### src/rtl/adder_pkg.sv
// -----------------------------------------------------------------------------
// adder_pkg
// Shared types for the pipelined adder family.
//   mode_e : operation selector, ADD = a+b+c_in, SUB = a+~b+1
// -----------------------------------------------------------------------------
package adder_pkg;

   typedef enum logic {
      MODE_ADD = 1'b0,
      MODE_SUB = 1'b1
   } mode_e;

endpackage : adder_pkg

### src/rtl/adder_pipe_stage.sv
// -----------------------------------------------------------------------------
// adder_pipe_stage
// One W-bit slice of the pipelined adder plus its stage register.
// The slice adds the low W bits of i_a/i_b with i_carry.  The operand
// vectors are shifted right by W on the way through so the next stage
// always finds its slice at bits [W-1:0]; the freshly computed sum slice
// is rotated into the top of the a-vector, so after the last stage the
// a-vector holds the complete sum in natural bit order.
// Ports:
//   clk, rst        : clock, asynchronous active-low reset
//   i_en            : global advance enable (low = pipeline stalled)
//   i_valid/o_valid : per-stage valid bit
//   i_carry/o_carry : carry into this slice / out of this slice
//   o_ovf           : signed overflow of this slice taken as the MSB slice
//   i_a/o_a         : remaining a slices, completed sum slices on top
//   i_b/o_b         : remaining b slices (already inverted for SUB)
// -----------------------------------------------------------------------------
module adder_pipe_stage #(
   parameter int unsigned N = 32,
   parameter int unsigned W = 8
) (
   input  logic         clk,
   input  logic         rst,
   input  logic         i_en,
   input  logic         i_valid,
   input  logic         i_carry,
   input  logic [N-1:0] i_a,
   input  logic [N-1:0] i_b,
   output logic         o_valid,
   output logic         o_carry,
   output logic         o_ovf,
   output logic [N-1:0] o_a,
   output logic [N-1:0] o_b
);

   logic [W-1:0] w_sum;
   logic         w_cout;
   logic         w_cmsb;
   logic [N-1:0] w_a_nxt;
   logic [N-1:0] w_b_nxt;

   logic         r_valid;
   logic         r_carry;
   logic         r_ovf;
   logic [N-1:0] r_a;
   logic [N-1:0] r_b;

   adder_ripple #(.N(W)) u_add (
      .i_a     (i_a[W-1:0]),
      .i_b     (i_b[W-1:0]),
      .i_c     (i_carry),
      .o_sum   (w_sum),
      .o_c     (w_cout),
      .o_c_msb (w_cmsb)
   );

   // Single-stage configuration has no upper slices left to skew.
   if (W == N) begin : g_single
      assign w_a_nxt = w_sum;
      assign w_b_nxt = '0;
   end else begin : g_multi
      assign w_a_nxt = {w_sum, i_a[N-1:W]};
      assign w_b_nxt = {{W{1'b0}}, i_b[N-1:W]};
   end

   always_ff @(posedge clk or negedge rst) begin
      if (!rst) begin
         r_valid <= 1'b0;
         r_carry <= 1'b0;
         r_ovf   <= 1'b0;
         r_a     <= '0;
         r_b     <= '0;
      end else if (i_en) begin
         r_valid <= i_valid;
         r_carry <= w_cout;
         r_ovf   <= w_cmsb ^ w_cout;
         r_a     <= w_a_nxt;
         r_b     <= w_b_nxt;
      end
   end

   assign o_valid = r_valid;
   assign o_carry = r_carry;
   assign o_ovf   = r_ovf;
   assign o_a     = r_a;
   assign o_b     = r_b;

endmodule : adder_pipe_stage

### src/rtl/adder_ripple.sv
// -----------------------------------------------------------------------------
// adder_ripple
// Plain N-bit ripple-carry adder, purely combinational.
// Ports:
//   i_a, i_b  : N-bit operands
//   i_c       : carry into bit 0
//   o_sum     : N-bit sum
//   o_c       : carry out of bit N-1
//   o_c_msb   : carry into bit N-1 (lets callers derive signed overflow)
// -----------------------------------------------------------------------------
module adder_ripple #(
   parameter int unsigned N = 8
) (
   input  logic [N-1:0] i_a,
   input  logic [N-1:0] i_b,
   input  logic         i_c,
   output logic [N-1:0] o_sum,
   output logic         o_c,
   output logic         o_c_msb
);

   logic [N:0] w_c;

   always_comb begin
      w_c    = '0;
      o_sum  = '0;
      w_c[0] = i_c;
      for (int unsigned i = 0; i < N; i++) begin
         o_sum[i]  = i_a[i] ^ i_b[i] ^ w_c[i];
         w_c[i+1]  = (i_a[i] & i_b[i]) | (w_c[i] & (i_a[i] ^ i_b[i]));
      end
   end

   assign o_c     = w_c[N];
   assign o_c_msb = w_c[N-1];

endmodule : adder_ripple

### src/rtl/adder_pipelined.sv
// -----------------------------------------------------------------------------
// adder_pipelined
// N-bit adder/subtractor split into STAGES slices of W = N/STAGES bits,
// one register stage per slice, valid/ready handshaking on both sides.
// Latency is STAGES cycles; one op per cycle while o_ready is high.  A
// stalled output (o_valid && !o_ready) freezes every stage at once.
// Ports:
//   clk, rst          : clock, asynchronous active-low reset
//   i_valid, i_ready  : upstream handshake (i_ready = !stall)
//   a, b, c_in, sub   : operands, carry-in (add only), subtract select
//   o_valid, o_ready  : downstream handshake
//   sum, c_out        : result modulo 2^N, carry out (SUB: 1 = no borrow)
//   overflow          : signed overflow
// -----------------------------------------------------------------------------
module adder_pipelined
   import adder_pkg::*;
#(
   parameter int unsigned N      = 32,
   parameter int unsigned STAGES = 4
) (
   input  logic         clk,
   input  logic         rst,
   input  logic         i_valid,
   output logic         i_ready,
   input  logic [N-1:0] a,
   input  logic [N-1:0] b,
   input  logic         c_in,
   input  logic         sub,
   output logic         o_valid,
   input  logic         o_ready,
   output logic [N-1:0] sum,
   output logic         c_out,
   output logic         overflow
);

   localparam int unsigned W = (STAGES == 0) ? N : N / STAGES;

   if (STAGES < 1 || (N % STAGES) != 0) begin : g_bad_cfg
      $error("adder_pipelined: N must be a non-zero multiple of STAGES");
   end

   mode_e        w_mode;
   logic [N-1:0] w_b_eff;
   logic         w_cin;
   logic         w_stall;

   logic [N-1:0]      w_a     [0:STAGES];
   logic [N-1:0]      w_b     [0:STAGES];
   logic [STAGES:0]   w_valid;
   logic [STAGES:0]   w_carry;
   logic [STAGES-1:0] w_ovf;
   logic              w_unused;

   assign w_mode  = sub ? MODE_SUB : MODE_ADD;
   assign w_b_eff = (w_mode == MODE_SUB) ? ~b   : b;
   assign w_cin   = (w_mode == MODE_SUB) ? 1'b1 : c_in;

   assign w_stall = o_valid && !o_ready;
   assign i_ready = !w_stall;

   assign w_a[0]     = a;
   assign w_b[0]     = w_b_eff;
   assign w_valid[0] = i_valid;
   assign w_carry[0] = w_cin;

   for (genvar k = 0; k < STAGES; k++) begin : g_stage
      adder_pipe_stage #(
         .N (N),
         .W (W)
      ) u_stage (
         .clk     (clk),
         .rst     (rst),
         .i_en    (i_ready),
         .i_valid (w_valid[k]),
         .i_carry (w_carry[k]),
         .i_a     (w_a[k]),
         .i_b     (w_b[k]),
         .o_valid (w_valid[k+1]),
         .o_carry (w_carry[k+1]),
         .o_ovf   (w_ovf[k]),
         .o_a     (w_a[k+1]),
         .o_b     (w_b[k+1])
      );
   end

   assign o_valid  = w_valid[STAGES];
   assign sum      = w_a[STAGES];
   assign c_out    = w_carry[STAGES];
   assign overflow = w_ovf[STAGES-1];

   // Only the MSB slice's overflow is meaningful, and the b-vector is
   // fully consumed by the last stage.
   assign w_unused = ^{w_ovf, w_b[STAGES]};

endmodule : adder_pipelined

### config.mk
export PLATFORM = sky130hd
export DESIGN_NAME = adder_pipelined
export DESIGN_NICKNAME = d
export VERILOG_FILES = /design/src/rtl/adder_pkg.sv /design/src/rtl/adder_pipe_stage.sv /design/src/rtl/adder_ripple.sv /design/src/rtl/adder_pipelined.sv
export SDC_FILE = /design/constraint.sdc
export NUM_CORES = 1
export LEC_CHECK = 0
export ABC_AREA = 1
export CORE_ASPECT_RATIO = 1.1
export CORE_MARGIN = 5
export CORE_UTILIZATION = 55
export CTS_BUF_LIST = sky130_fd_sc_hd__clkbuf_16
export CTS_CLUSTER_SIZE = 12
export DETAILED_ROUTE_END_ITERATION = 6
export PLACE_DENSITY = 0.8
export SETUP_SLACK_MARGIN = 0.05
export SLEW_MARGIN = 20
export SYNTH_ARGS = -nofsm -noshare
export SYNTH_HDL_FRONTEND = slang
export SYNTH_SLANG_ARGS = --single-unit
### constraint.sdc
create_clock -name clk -period 5.3 [get_ports clk]
set_clock_uncertainty 0.15 [all_clocks]
set_input_delay 0.53 -clock clk [delete_from_list [all_inputs] [get_ports clk]]
set_output_delay 0.53 -clock clk [all_outputs]
set_load 0.05 [all_outputs]
==> impl_metrics.yaml, run 1 <==
outcome:
  status: "finished, final reports clean"
yosys:
  synth_cell_types: 14
  yosys.area.top_type: "dfrtp_1"
  synth_edf_count: 0
  synth_warnings: 0
  synth.avg_cell_area_um2: 9.05
  synth-main-ff-cell: "dfrtp_1"
  synthCells: 892
  yosysMostFrequentCell: "nand2_1"
  ys_seq_area_frac: 0.573
  syn_nets: 994
  ys_top_cells_by_count: "445 x nand2_1, 185 x dfrtp_1, 82 x inv_1, 70 x o21ai_0, 32 x fa_1"
  yosys-top-cells-area: "dfrtp_1 57%, nand2_1 21%, fa_1 7.9%"
  syn_area_um2: 8080
  ys_seq_elements: 185
  synth_top_area_share: 0.573
  synthArstFlopShare: 1.00
critical_path:
  crit_required_ns: 5.49
  crit_top_cell: "fa_1"
  reg2reg_depth: 12
  reg2reg_from: "g_stage[2].u_stage.o_b[0]$_DFFE_PN0N_"
  cp_max_fo: 2
  crit_chain: "fa_1 > fa_1 > fa_1 > fa_1 > fa_1 > inv_1 > fa_1 > inv_1 > fa_1 > inv_1 > fa_1 > o21ai_0"
  cpMaxStageDelayCell: "fa_1"
  rrSetupSlack_ns: 0.89
  end_kind: "register"
  crit_path_start_kind: "register"
  slowest_delay_ns: 0.47
  crit_type: "register to register"
  rr_endpoint: "g_stage[3].u_stage.o_a[31]$_DFFE_PN0N_"
  worstPathArrival_ns: 4.60
clock_network:
  cts_tree: "yes"
  cts-root-buf: "clkbuf_16"
  cts-htree-levels: 4
  cts_inserted_buffers: 17
  clkLatencyLatePin_ns: 0.43
  cts_resized: 0
  clkTransAtPathRegs_ns: 0.07
  cts_buffer_depth: 2
  cts.hold.buffers_added: 0
  cts.sinks: 185
  cts_setup_buffers: 0
detailed_routing:
  wl_met1_um: 7220
  met3_length_um: 743
  via_count: 5704
  wl_per_cell_um: 13.6
  drc: 0
  ant_nets: 0
  viasPerCell: 4.83
  drt_wl_total_um: 16100
  first_pass_iters: 4
  routed.top_layer: "met4"
  drt_iter0_markers: 481
  met2_length_um: 7780
finish:
  nets: 1078
  layout-drive-gt1-share: 0.0415
  diodes: 0
  nFillCells: 1117
  instances_no_fill: 1181
  syn_to_final_growth_pct: 20.3
  register_area_um2: 4630
  multi_input_area_um2: 2860
  postLayoutCoreUtil: 0.672
grt:
  antenna_found_initial: 0
  grt_start_max_net_pins: 145
  grt_pass1_wl_um: 27200
  grt_overflow: 0
  grt.total_usage: 0.199
  grt_pass1_vias: 5506
sta:
  slew_viol_final: 0
  hold_ws_ns: 0.00120
  timing.fmax_mhz: 227
  finalSetupTns_ns: 0
  setup_viol_count_final: 0
  rsz0062_at_grt: "no"
  worst_slew_margin_rel: 0.352
  layout_min_cycle_time_ns: 4.41
  final-hold-violation-count: 0
  worstMarginPinSlew_ns: 0.970
  period_share: 0.832
die:
  start_util: 0.559
  dieArea_um2: 17200
  die_y_um: 137
  die_w_um: 126
  core_area_um2: 14400
  io_pins: 106
  row_count: 46
power_and_ir_drop:
  max-vdd-ir-drop_mv: 0.262
  powerDensity_nw_per_um2: 605
  leakagePower_nw: 4.96
placement:
  place_congestion: 0.834
  dp_hpwl_um: 10400
  io_buffers: 105
  placedCellCount: 1149
run:
  maxCapViolCount: 0
hold_path:
  hold_class: "input pin to async pin"
## cell families after synthesis
group / share of synthesized area
XOR/XNOR: 0.00868
buffers and inverters: 0.0730
flip-flops: 0.573
adder cells (fa/ha/maj): 0.0793
AND/OR/NAND/NOR: 0.221
AO/OA/AOI/OAI: 0.0446
## through the flow
step,setup slack [ns],instance area [um^2],total power [mW]
floorplan,0.943,8080,3.95
global placement,0.587,9150,4.58
detailed placement,0.465,9150,4.67
CTS,0.863,9710,5.92
global route,0.705,9710,6.33
finish,0.890,9710,5.87
## per-layer routing
layer / GRT usage / vias to the layer above
met4: 0.0771 / 0
li1: - / 2846
met1: 0.273 / 2702
met2: 0.317 / 131
met3: 0.0414 / 25
met5: 0 / -
## where the power goes
group          leakage (nW)  internal (mW)  switching, mW
sequential             2.24           2.04          0.345
combinational          2.45          0.813           1.48
clock                 0.267          0.618          0.577
## state kept, by name, indices dropped and copies added, names as in the netlist
signal	cells
g_stage.u_stage.o_a	128
g_stage.u_stage.o_b	48
g_stage.u_stage.o_carry	4
g_stage.u_stage.o_ovf	1
g_stage.u_stage.o_valid	4
## layout make-up
type                            instances  share of cell area
Multi-Input combinational cell        579               0.295
Inverter                               82              0.0317
Clock inverter                         15              0.0135
Sequential cell                       185               0.477
Timing Repair Buffer                  111               0.115
Tap cell                              192              0.0247
Clock buffer                           17              0.0438
## cells in the final DEF, fill, tap and decap left out, drive strengths merged
| cell | count |
|---|---|
| clkinvlp | 3 |
| o21ai | 72 |
| nand2 | 445 |
| xnor2 | 6 |
| dfrtp | 185 |
| xor2 | 2 |
| nand3 | 20 |
| clkinv | 4 |
| nor2 | 2 |
| clkdlybuf4s50 | 104 |
| inv | 90 |
| clkbuf | 18 |
| fa | 32 |
| buf | 6 |
## how the worst max path moves through the flow
stage,end,depth (start not counted),startpoint
2_1_floorplan,g_stage[0].u_stage.o_a[31]$_DFFE_PN0N_,16,sub
3_3_place_gp,g_stage[0].u_stage.o_a[31]$_DFFE_PN0N_,15,sub
3_5_place_dp,g_stage[0].u_stage.o_a[31]$_DFFE_PN0N_,15,sub
4_1_cts,g_stage[3].u_stage.o_a[31]$_DFFE_PN0N_,12,g_stage[2].u_stage.o_b[0]$_DFFE_PN0N_
5_1_grt,g_stage[3].u_stage.o_a[31]$_DFFE_PN0N_,12,g_stage[2].u_stage.o_b[0]$_DFFE_PN0N_
6_report,g_stage[3].u_stage.o_a[31]$_DFFE_PN0N_,12,g_stage[2].u_stage.o_b[0]$_DFFE_PN0N_
## worst max-delay path, delay by kind of cell, from the launching register on
| family | cells | cell delay [ns] |
|---|---|---|
| adders and majority gates | 8 | 3.31 |
| DFF | 1 | 0.40 |
| AOI/OAI and AO/OA | 1 | 0.17 |
| buffers and inverters | 3 | 0.27 |
Note: power is estimated with default switching activity, not from simulation.
==> run 2: changes to the inputs <==
- clock period: 5.3 -> 4.3 ns (I/O delays scaled with it)
==> run 2 against run 1 <==
Effect of this change: the flow now finishes with violations (hold timing); hold slack worse by 0.060 ns; critical path depth is the same; die area did not move; setup slack worse by 0.71 ns; critical path type unchanged; sequential share of layout area down 0.55 points; cell count barely moved; sequential cell count is the same; routed wire length shrank 2.1%.
==> impl_metrics.yaml, run 2 (synthesis gave the netlist of run 1 again) <==
detailed_routing:
  met3_length_um: 891
  wl_per_cell_um: 13.3
  wl_met1_um: 7190
  first_pass_iters: 5
  met2_length_um: 7470
  drt_iter0_markers: 594
  routed.top_layer: "met4"
  drc: 0
  viasPerCell: 4.90
  drt_wl_total_um: 15700
  via_count: 5795
  ant_nets: 0
sta:
  worstMarginPinSlew_ns: 0.966
  period_share: 0.959
  slew_viol_final: 0
  fin_ws_ns: 0.176
  layout_min_cycle_time_ns: 4.12
  hold_ws_ns: -0.0583
  setup_viol_count_final: 0
  final-hold-violation-count: 13
  timing.fmax_mhz: 242
  worst_slew_margin_rel: 0.356
  rsz0062_at_grt: "yes"
run:
  maxCapViolCount: 0
grt:
  grt_start_max_net_pins: 182
  antenna_found_initial: 0
  grt.total_usage: 0.194
  grt_pass1_wl_um: 26800
  grt_pass1_vias: 5534
  grt_overflow: 0
finish:
  mostFrequentLayoutCells: "444 x nand2_1, 185 x dfrtp_1, 104 x clkdlybuf4s50_1"
  largest_reg_flops: 128
  nets: 1079
  fin_area_um2: 9820
  diodes: 0
  layout-drive-gt1-share: 0.0535
  syn_to_final_growth_pct: 21.7
  layout_commonest_cell: "nand2_1"
  postLayoutCoreUtil: 0.680
  nFillCells: 1094
hold_path:
  hold_class: "input pin to async pin"
power_and_ir_drop:
  max-vdd-ir-drop_mv: 0.361
  leakagePower_nw: 5.00
  powerDensity_nw_per_um2: 759
  p_total_mw: 7.45
clock_network:
  clkLatencyLatePin_ns: 0.42
  cts_setup_buffers: 0
  clkTransAtPathRegs_ns: 0.06
  cts_inserted_buffers: 17
  cts_buffer_depth: 2
  cts.hold.buffers_added: 0
  cts.sinks: 185
  cts-htree-levels: 4
  cts-root-buf: "clkbuf_16"
  cts_tree: "yes"
critical_path:
  cp_max_fo: 2
  rr_endpoint: "g_stage[2].u_stage.o_a[31]$_DFFE_PN0N_"
  reg2reg_depth: 12
  end_kind: "register"
  crit_path_start_kind: "register"
  crit_required_ns: 4.49
  crit_type: "register to register"
  worstPathArrival_ns: 4.32
  rrSetupSlack_ns: 0.18
  reg2reg_from: "g_stage[1].u_stage.o_b[0]$_DFFE_PN0N_"
die:
  die_y_um: 137
  io_pins: 106
  dieArea_um2: 17200
  row_count: 46
  die_w_um: 126
  core_area_um2: 14400
  start_util: 0.559
placement:
  io_buffers: 105
  place_area_um2: 9170
  dp_hpwl_um: 10100
  dp_slack_ns: -0.292
  place_congestion: 0.824
outcome:
  status: "complete, but fails checks"
  violations: "hold timing"
==> run 2: cell count changes in the layout (fill, tap and decap cells not counted), sizes merged <==
cell,delta
inv,-3
clkinv,+1
clkbuf,-1
clkinvlp,-2
buf,+2
bufinv,+4
==> run 2: worst max-delay path: stages, from the launching register on <==
cell and delay (ns):
dfrtp_1 0.40, fa_1 0.42, inv_1 0.09, fa_1 0.17, inv_1 0.05, fa_1 0.46, fa_2 0.42, fa_2 0.41
fa_2 0.41, fa_1 0.44, inv_2 0.09, fa_1 0.39, o21ai_1 0.15
==> run 2: metrics by stage <==
stage                     cells  setup TNS (ns)
after global placement     1150          -0.256
after CTS                  1182               0
after global routing       1182               0
final                      1182               0
after detailed placement   1150          -0.369
after floorplan             892               0
==> run 2: power breakdown <==
part           internal [mW]  total [mW]  leakage [nW]  switching [mW]
logic                   1.04        2.90          2.45            1.85
clock network          0.976        1.63         0.309           0.655
registers               2.51        2.93          2.24           0.415
==> run 2: final cells by class <==
cell class                      count  area, um^2  share of cell area
Tap cell                          192         240              0.0245
Timing Repair Buffer              112        1130               0.115
Sequential cell                   185        4630               0.471
Inverter                           82         308              0.0313
Clock buffer                       17         425              0.0433
Multi-Input combinational cell    579        2890               0.294
Clock inverter                     15         196              0.0200
==> run 2: worst max-delay path by stage <==
stage | start | end | slack (ns) | cells past startpoint
after global placement | sub | g_stage[0].u_stage.o_a[31]$_DFFE_PN0N_ | -0.26 | 16
final | g_stage[1].u_stage.o_b[0]$_DFFE_PN0N_ | g_stage[2].u_stage.o_a[31]$_DFFE_PN0N_ | 0.18 | 12
after detailed placement | sub | g_stage[0].u_stage.o_a[31]$_DFFE_PN0N_ | -0.29 | 16
after CTS | g_stage[1].u_stage.o_b[0]$_DFFE_PN0N_ | g_stage[2].u_stage.o_a[31]$_DFFE_PN0N_ | 0.03 | 12
after global routing | g_stage[1].u_stage.o_b[0]$_DFFE_PN0N_ | g_stage[2].u_stage.o_a[31]$_DFFE_PN0N_ | 0.005 | 12
after floorplan | sub | g_stage[0].u_stage.o_a[31]$_DFFE_PN0N_ | 0.08 | 16
==> run 2: layer usage <==
layer | track usage | vias to the layer above
met5 | 0 | -
met4 | 0.0578 | 0
met3 | 0.0461 | 22
met2 | 0.304 | 144
met1 | 0.272 | 2774
li1 | - | 2855
==> run 2: repair_timing <==
action / 4_1_cts / 5_1_grt
gates resized for setup: 6 / 8
hold endpoints to repair: 0 / 0
endpoints found under the setup margin: 4 / 6
cloned: 0 / 0
